[config.mk]
export PLATFORM = sky130hd
export DESIGN_NAME = regfile_wport_arbiter_flat
export DESIGN_NICKNAME = d
export VERILOG_FILES = /design/src/rtl/regfile_wport_arbiter_pkg.sv /design/src/rtl/regfile_wport_arbiter_if.sv /design/src/rtl/regfile_wport_arbiter_wb_late_fifo.sv /design/src/rtl/regfile_wport_arbiter.sv /design/src/flat_wrapper.sv
export SDC_FILE = /design/constraint.sdc
export NUM_CORES = 1
export LEC_CHECK = 0
export ABC_AREA = 1
export BUFFER_PORTS_ARGS = -buffer_cell sky130_fd_sc_hd__buf_2
export CAP_MARGIN = 20
export CORE_MARGIN = 3
export CORE_UTILIZATION = 54
export DETAILED_ROUTE_END_ITERATION = 12
export PLACE_DENSITY = 0.93
export RECOVER_POWER = 50
export SLEW_MARGIN = 30
export SYNTH_ARGS = -nofsm -noshare
export SYNTH_HDL_FRONTEND = slang
export SYNTH_SLANG_ARGS = --single-unit
[constraint.sdc]
create_clock -name clk -period 6.4 [get_ports clk]
set_input_delay 0.32 -clock clk [delete_from_list [all_inputs] [get_ports clk]]
set_output_delay 0.32 -clock clk [all_outputs]
set_load 0.01 [all_outputs]
[src/rtl/regfile_wport_arbiter_pkg.sv]
// Shared types and defaults for the register-file write-port arbiter.
package regfile_wport_arbiter_pkg;

  typedef logic [4:0]  creg_addr_t;
  typedef logic [31:0] word_t;

  // One register-file write: valid strobe, destination GPR and value.
  typedef struct packed {
    logic       valid;
    creg_addr_t id;
    word_t      data;
  } rf_wreq_t;

  // Which source owns the write port this cycle.
  typedef enum logic [1:0] {
    GRANT_NONE,
    GRANT_PIPE,
    GRANT_FIFO,
    GRANT_FORCE
  } grant_src_e;

  localparam int ARB_DEPTH      = 2;
  localparam int ARB_STARVE_MAX = 4;

  // A write to r0 is architecturally a no-op, so only valid non-r0 writes count.
  function automatic logic isEffective(rf_wreq_t req);
    return req.valid && (req.id != '0);
  endfunction

endpackage

[src/rtl/regfile_wport_arbiter_if.sv]
// Bundle of writeback, late-result, register-file and hazard-unit signals
// seen by the write-port arbiter.
interface regfile_wport_arbiter_if #(
  parameter int DEPTH = regfile_wport_arbiter_pkg::ARB_DEPTH
);
  import regfile_wport_arbiter_pkg::*;

  rf_wreq_t             pipe_req;
  rf_wreq_t             late_req;
  logic                 late_ready;
  logic                 stall_wb;
  rf_wreq_t             rf_write;
  creg_addr_t           chk_id;
  logic                 chk_hit;
  logic [$clog2(DEPTH):0] fifo_count;

  // Arbiter side.
  modport slave (
    input  pipe_req, late_req, chk_id,
    output late_ready, stall_wb, rf_write, chk_hit, fifo_count
  );

  // Surrounding pipeline / producers / hazard unit side.
  modport master (
    output pipe_req, late_req, chk_id,
    input  late_ready, stall_wb, rf_write, chk_hit, fifo_count
  );

endinterface

[src/rtl/regfile_wport_arbiter_wb_late_fifo.sv]
// In-order buffer for late results waiting for a free write-port slot.
// Exposes per-entry valid/id so the hazard unit can see queued destinations.
module wb_late_fifo
  import regfile_wport_arbiter_pkg::*;
#(
  parameter int DEPTH = ARB_DEPTH
) (
  input  logic                     clk,
  input  logic                     reset,
  input  logic                     push_i,
  input  rf_wreq_t                 pushData_i,
  input  logic                     pop_i,
  output rf_wreq_t                 head_o,
  output logic [$clog2(DEPTH):0]   count_o,
  output logic [DEPTH-1:0]         entryValid_o,
  output creg_addr_t [DEPTH-1:0]   entryId_o
);

  localparam int PW = $clog2(DEPTH);

  rf_wreq_t         mem_q [DEPTH];
  logic [PW-1:0]    wrPtr_q;
  logic [PW-1:0]    rdPtr_q;
  logic [PW:0]      count_q;
  logic [DEPTH-1:0] valid_q;
  logic [DEPTH-1:0] valid_d;

  // Entry storage; contents need no reset because valid_q qualifies them.
  always_ff @(posedge clk) begin
    if (push_i) begin
      mem_q[wrPtr_q] <= pushData_i;
    end
  end

  // Occupancy flags: the popped slot frees before the pushed slot fills.
  always_comb begin
    valid_d = valid_q;
    if (pop_i) begin
      valid_d[rdPtr_q] = 1'b0;
    end
    if (push_i) begin
      valid_d[wrPtr_q] = 1'b1;
    end
  end

  // Pointer, count and flag registers; reset discards everything queued.
  always_ff @(posedge clk) begin
    if (reset) begin
      wrPtr_q <= '0;
      rdPtr_q <= '0;
      count_q <= '0;
      valid_q <= '0;
    end else begin
      if (push_i) begin
        wrPtr_q <= wrPtr_q + 1'b1;
      end
      if (pop_i) begin
        rdPtr_q <= rdPtr_q + 1'b1;
      end
      if (push_i && !pop_i) begin
        count_q <= count_q + 1'b1;
      end else if (!push_i && pop_i) begin
        count_q <= count_q - 1'b1;
      end
      valid_q <= valid_d;
    end
  end

  // Destination ids of every slot for the hazard compare.
  always_comb begin
    entryId_o = '0;
    for (int i = 0; i < DEPTH; i++) begin
      entryId_o[i] = mem_q[i].id;
    end
  end

  assign head_o       = mem_q[rdPtr_q];
  assign count_o      = count_q;
  assign entryValid_o = valid_q;

endmodule

[src/rtl/regfile_wport_arbiter.sv]
// Single register-file write port shared by in-order writeback and late
// results (uncached loads, divider). Late results queue in a small FIFO and
// fill idle slots; a starvation counter stalls writeback to force a drain.
module regfile_wport_arbiter
  import regfile_wport_arbiter_pkg::*;
#(
  parameter int DEPTH      = ARB_DEPTH,
  parameter int STARVE_MAX = ARB_STARVE_MAX
) (
  input logic                    clk,
  input logic                    reset,
  regfile_wport_arbiter_if.slave bus
);

  localparam int CW = $clog2(DEPTH) + 1;
  localparam int SW = $clog2(STARVE_MAX + 1);
  localparam logic [CW-1:0] FULL_COUNT   = CW'(DEPTH);
  localparam logic [SW-1:0] STARVE_LIMIT = SW'(STARVE_MAX);

  rf_wreq_t               fifoHead;
  logic [CW-1:0]          fifoCount;
  logic [CW-1:0]          countNext;
  logic [DEPTH-1:0]       entryValid;
  creg_addr_t [DEPTH-1:0] entryId;
  logic                   fifoPush;
  logic                   fifoPop;
  logic                   fifoEmpty;
  logic                   forceDrain;
  logic                   chkHit;
  logic [SW-1:0]          starve_q;
  logic [SW-1:0]          starve_d;
  grant_src_e             grantSrc;

  wb_late_fifo #(.DEPTH(DEPTH)) u_fifo (
    .clk          (clk),
    .reset        (reset),
    .push_i       (fifoPush),
    .pushData_i   (bus.late_req),
    .pop_i        (fifoPop),
    .head_o       (fifoHead),
    .count_o      (fifoCount),
    .entryValid_o (entryValid),
    .entryId_o    (entryId)
  );

  assign fifoEmpty  = (fifoCount == '0);
  assign forceDrain = !fifoEmpty && (starve_q == STARVE_LIMIT);

  // No bypass when full: a pop this cycle only frees space for next cycle.
  assign bus.late_ready = !reset && (fifoCount < FULL_COUNT);

  // r0 late results complete the handshake but are never stored.
  assign fifoPush = bus.late_ready && bus.late_req.valid && (bus.late_req.id != '0);

  // Built only from registered state so the hazard unit sees no loop via pipe_req.
  assign bus.stall_wb = !reset && forceDrain;

  // Pick the port owner: forced drain, then writeback, then opportunistic drain.
  always_comb begin
    grantSrc = GRANT_NONE;
    if (reset) begin
      grantSrc = GRANT_NONE;
    end else if (forceDrain) begin
      grantSrc = GRANT_FORCE;
    end else if (isEffective(bus.pipe_req)) begin
      grantSrc = GRANT_PIPE;
    end else if (!fifoEmpty) begin
      grantSrc = GRANT_FIFO;
    end
  end

  // Steer the chosen request onto the write port and pop the FIFO when it wins.
  always_comb begin
    bus.rf_write = '0;
    fifoPop      = 1'b0;
    unique case (grantSrc)
      GRANT_PIPE: begin
        bus.rf_write = bus.pipe_req;
      end
      GRANT_FIFO, GRANT_FORCE: begin
        bus.rf_write = fifoHead;
        fifoPop      = 1'b1;
      end
      default: begin
      end
    endcase
  end

  // Starvation count: zero once drained or emptied, else climbs to the limit.
  always_comb begin
    countNext = fifoCount;
    if (fifoPush && !fifoPop) begin
      countNext = fifoCount + 1'b1;
    end else if (!fifoPush && fifoPop) begin
      countNext = fifoCount - 1'b1;
    end
    starve_d = starve_q;
    if (fifoPop || (countNext == '0)) begin
      starve_d = '0;
    end else if (starve_q != STARVE_LIMIT) begin
      starve_d = starve_q + 1'b1;
    end
  end

  // Starvation counter register.
  always_ff @(posedge clk) begin
    if (reset) begin
      starve_q <= '0;
    end else begin
      starve_q <= starve_d;
    end
  end

  // Any queued entry (including one leaving this cycle) targeting chk_id is a hit.
  always_comb begin
    chkHit = 1'b0;
    for (int i = 0; i < DEPTH; i++) begin
      if (entryValid[i] && (entryId[i] == bus.chk_id)) begin
        chkHit = 1'b1;
      end
    end
  end

  assign bus.chk_hit    = chkHit && !reset && (bus.chk_id != '0);
  assign bus.fifo_count = reset ? '0 : fifoCount;

endmodule

[src/flat_wrapper.sv]
// flat-port wrapper written by rule: the top's interface ports become plain ports
module regfile_wport_arbiter_flat import regfile_wport_arbiter_pkg::*;
#(
  parameter int DEPTH      = ARB_DEPTH,
  parameter int STARVE_MAX = ARB_STARVE_MAX
)
  (clk, reset, bus_pipe_req, bus_late_req, bus_chk_id, bus_late_ready, bus_stall_wb, bus_rf_write, bus_chk_hit, bus_fifo_count);
  regfile_wport_arbiter_if #(.DEPTH(DEPTH)) bus_i ();
  input logic clk;
  input logic reset;
  input wire logic [$bits(bus_i.pipe_req)-1:0] bus_pipe_req;
  input wire logic [$bits(bus_i.late_req)-1:0] bus_late_req;
  input wire logic [$bits(bus_i.chk_id)-1:0] bus_chk_id;
  output wire logic [$bits(bus_i.late_ready)-1:0] bus_late_ready;
  output wire logic [$bits(bus_i.stall_wb)-1:0] bus_stall_wb;
  output wire logic [$bits(bus_i.rf_write)-1:0] bus_rf_write;
  output wire logic [$bits(bus_i.chk_hit)-1:0] bus_chk_hit;
  output wire logic [$bits(bus_i.fifo_count)-1:0] bus_fifo_count;
  assign bus_i.pipe_req = bus_pipe_req;
  assign bus_i.late_req = bus_late_req;
  assign bus_i.chk_id = bus_chk_id;
  assign bus_late_ready = bus_i.late_ready;
  assign bus_stall_wb = bus_i.stall_wb;
  assign bus_rf_write = bus_i.rf_write;
  assign bus_chk_hit = bus_i.chk_hit;
  assign bus_fifo_count = bus_i.fifo_count;
  regfile_wport_arbiter #(.DEPTH(DEPTH), .STARVE_MAX(STARVE_MAX)) u_core (.clk(clk), .reset(reset), .bus(bus_i));
endmodule
==> impl_metrics.csv <==
group,metric,value,unit
clocking,clock_latency,330,ps
clocking,cts_tree,"done",
finish,multi_input_area,0.001032,mm²
timing,maxSlewHeadroom,-0.2723,
timing,skew,8.597,ps
clocking,postCtsSetupRepairBufs,0,
critical_path,max_stage_delay,550,ps
timing,layout_min_cycle_time,2890,ps
timing,period_share,0.4516,
finish,drive_gt1_frac,0.2912,
finish,area_growth,22.87,%
route,first_pass_iters,4,
finish,antennaDiodeCount,0,
clocking,cts_resized,0,
timing,hold_ws,172.8,ps
clocking,cts.path.max_buffers,2,
flow_run,maxCapViolCount,2,
power_and_ir_drop,leakage,1.965,nW
finish,layout_common_cells,"103 x buf_2, 76 x edfxtp_1, 57 x inv_1",
yosys,ys_seq_area_frac,0.6490,
finish,fin_util,0.6879,
power_and_ir_drop,p_per_area,244.2,mW/mm²
finish,fin_cells,539,
critical_path,cpLargestDelayFamily,"simple AND/OR/NAND/NOR gates",
critical_path,required,6080,ps
yosys,synthFlopType,"edfxtp_1",
global_route,antenna_found_initial,0,
route,post_drt_wl_per_cell,14.57,µm
run_status,violations,"capacitance limit, slew limit",
worst_hold_path,hold_depth,1,
critical_path,crit_slowest_cell,"nand4_1",
placed_design,numPortBuffers,125,
yosys,synth_cell_type_count,30,
clocking,cts_buffers,9,
placed_design,routabilityCongestion,0.8929,
timing,finalSetupTns,0,ps
run_status,status,"complete, but fails checks",
floorplan,core-area,0.006832,mm²
clocking,h-tree-depth,3,
timing,finalWorstSetupSlack,3510,ps
route,via_count,2772,
floorplan,io_pins,126,
critical_path,arrival,2570,ps
timing,fmax,346.0,MHz
clocking,hold_buffers,0,
yosys,ys_seq_elements,86,
critical_path,path_buf_inv,3,
timing,slew_violations,40,
critical_path,end_kind,"primary output",
critical_path,critical_path_depth,8,
placed_design,place_worst_setup_slack,3848,ps
route,ant_nets,0,
route,drc,0,
floorplan,die_area,0.008129,mm²
global_route,grtUsageTotal,0.1930,
yosys,synth.net_count,399,
clocking,cts.sinks,86,
critical_path,r2r_cells,4,
yosys,synth.avg_cell_area,12.22,µm²
floorplan,die_h,90.16,µm
timing,hold_viol,0,
placed_design,dp_cells,523,
route,avgViaCountPerCell,5.143,
global_route,grt_pass1_wl,12.65,mm
finish,nFillCells,532,
finish,finalNetCount,524,
yosys,yosys_warnings,0,
finish,regArea,0.002486,mm²
power_and_ir_drop,ir_drop,0.1426,mV
yosys,synth_edf_count,76,
floorplan,row_count,30,
critical_path,path_max_fanout,23,
global_route,grt_max_degree,44,
global_route,gr-total-overflow,0,
finish,final_common_cell,"buf_2",
worst_hold_path,min_path_type,"primary input to flip-flop",
clocking,root_buffer,"clkbuf_8",
global_route,first_global_vias,2737,
yosys,postSynth.asyncResetShare,0,
yosys,synth_area,0.003825,mm²
critical_path,critPathLaunchType,"flip-flop",
placed_design,dp_hpwl,5.554,mm
timing,finalSetupViolCount,0,
route,drt-initial-drc-count,124,
critical_path,path_cells,"inv_1, ha_1, nand2_1, or2_1, nand4_1, buf_4, o22ai_1, buf_2",
floorplan,fp.dieW,90.16,µm
clocking,clkTransAtPathRegs,80,ps
critical_path,critPathKind,"flip-flop to primary output",
yosys,syn_inst,313,
route,finalWirelength,7.855,mm
timing,rsz0062_at_grt,"no",
floorplan,start_util,0.5599,
timing,worstMarginPinSlew,1901,ps
## final timing paths
kind | startpoint | end | slack (ps)
worst max-delay path | u_core.starve_q[0] | bus_rf_write[18] | 3510
worst min-delay path | bus_late_req[25] | u_core.u_fifo.mem_q[0][25] | 170
worst max register to register | u_core.u_fifo.count_o[1] | u_core.u_fifo.mem_q[0][33] | 3700
worst min register to register | u_core.u_fifo.entryValid_o[0] | u_core.u_fifo.entryValid_o[0] | 480
## cell type report
cell class,count,area share
sequential,86,0.5290
multi-input combinational,154,0.2196
timing repair buffer,128,0.1406
inverter,59,0.04739
clock buffer,12,0.03301
tap,96,0.02556
clock inverter,4,0.004792
## logic make-up (layout without fill, tap and decap cells)
| group | after synthesis | in the layout | synth area share |
|---|---|---|---|
| adder cells (fa/ha/maj) | 3 | 3 | 0.009815 |
| multiplexers | 34 | 34 | 0.08898 |
| buffers and inverters | 73 | 203 | 0.07916 |
| XOR/XNOR | 8 | 8 | 0.01832 |
| AND/OR/NAND/NOR | 51 | 51 | 0.06477 |
| AO/OA/AOI/OAI | 58 | 58 | 0.08996 |
| flip-flops | 86 | 86 | 0.6490 |
## report_power, final
group / internal [W] / switching (W)
clock network: 0.000161 / 0.000177
registers: 0.000639 / 0.0000169
logic: 0.0000677 / 0.0000867
## state kept, by name, indices dropped and copies added (netlist names), named ones only
signal,flops
u_core.u_fifo.wrPtr_q,1
u_core.u_fifo.rdPtr_q,1
u_core.u_fifo.count_o,2
u_core.u_fifo.mem_q,76
u_core.u_fifo.entryValid_o,2
u_core.starve_q,3
## layer usage
metal  wire length (µm)  up-vias  GRT usage
li1                   -     1353          -
met1               3215     1293     0.2247
met2               4038      113     0.3460
met3                494       13    0.04435
met4                108        0    0.07270
met5                  0        -          0
## synthesized netlist by cell type, types with 2 or more instances
| master | number | area, µm² |
|---|---|---|
| nand3_1 | 7 | 35.03 |
| nand4_1 | 2 | 12.51 |
| ha_1 | 3 | 37.54 |
| clkbuf_1 | 3 | 11.26 |
| a21oi_1 | 6 | 30.03 |
| mux2i_1 | 34 | 340.3 |
| dfxtp_1 | 10 | 200.2 |
| edfxtp_1 | 76 | 2282 |
| nand2_1 | 16 | 60.06 |
| buf_4 | 3 | 22.52 |
| nand2_2 | 4 | 25.02 |
| xor2_1 | 7 | 61.31 |
| o21ai_0 | 14 | 70.07 |
| nor2_1 | 15 | 56.30 |
| nand3_2 | 2 | 20.02 |
| o22ai_1 | 34 | 212.7 |
| buf_2 | 7 | 35.03 |
| a221oi_1 | 2 | 17.52 |
| inv_1 | 57 | 214.0 |
## worst register-to-register path, stage by stage (launching register included)
cell and delay (ps):
dfxtp_1 340, nor3b_1 190, nand2_1 180, nor2_1 1440, buf_16 250
## stage by stage
step	cell area [µm²]	total power, W
finish	4700	0.001148
global route	4700	0.001199
CTS	4750	0.001160
detailed placement	4572	0.0008274
global placement	4514	0.0008144
floorplan	3825	0.0007574
Note: power is estimated with default switching activity, not from simulation.
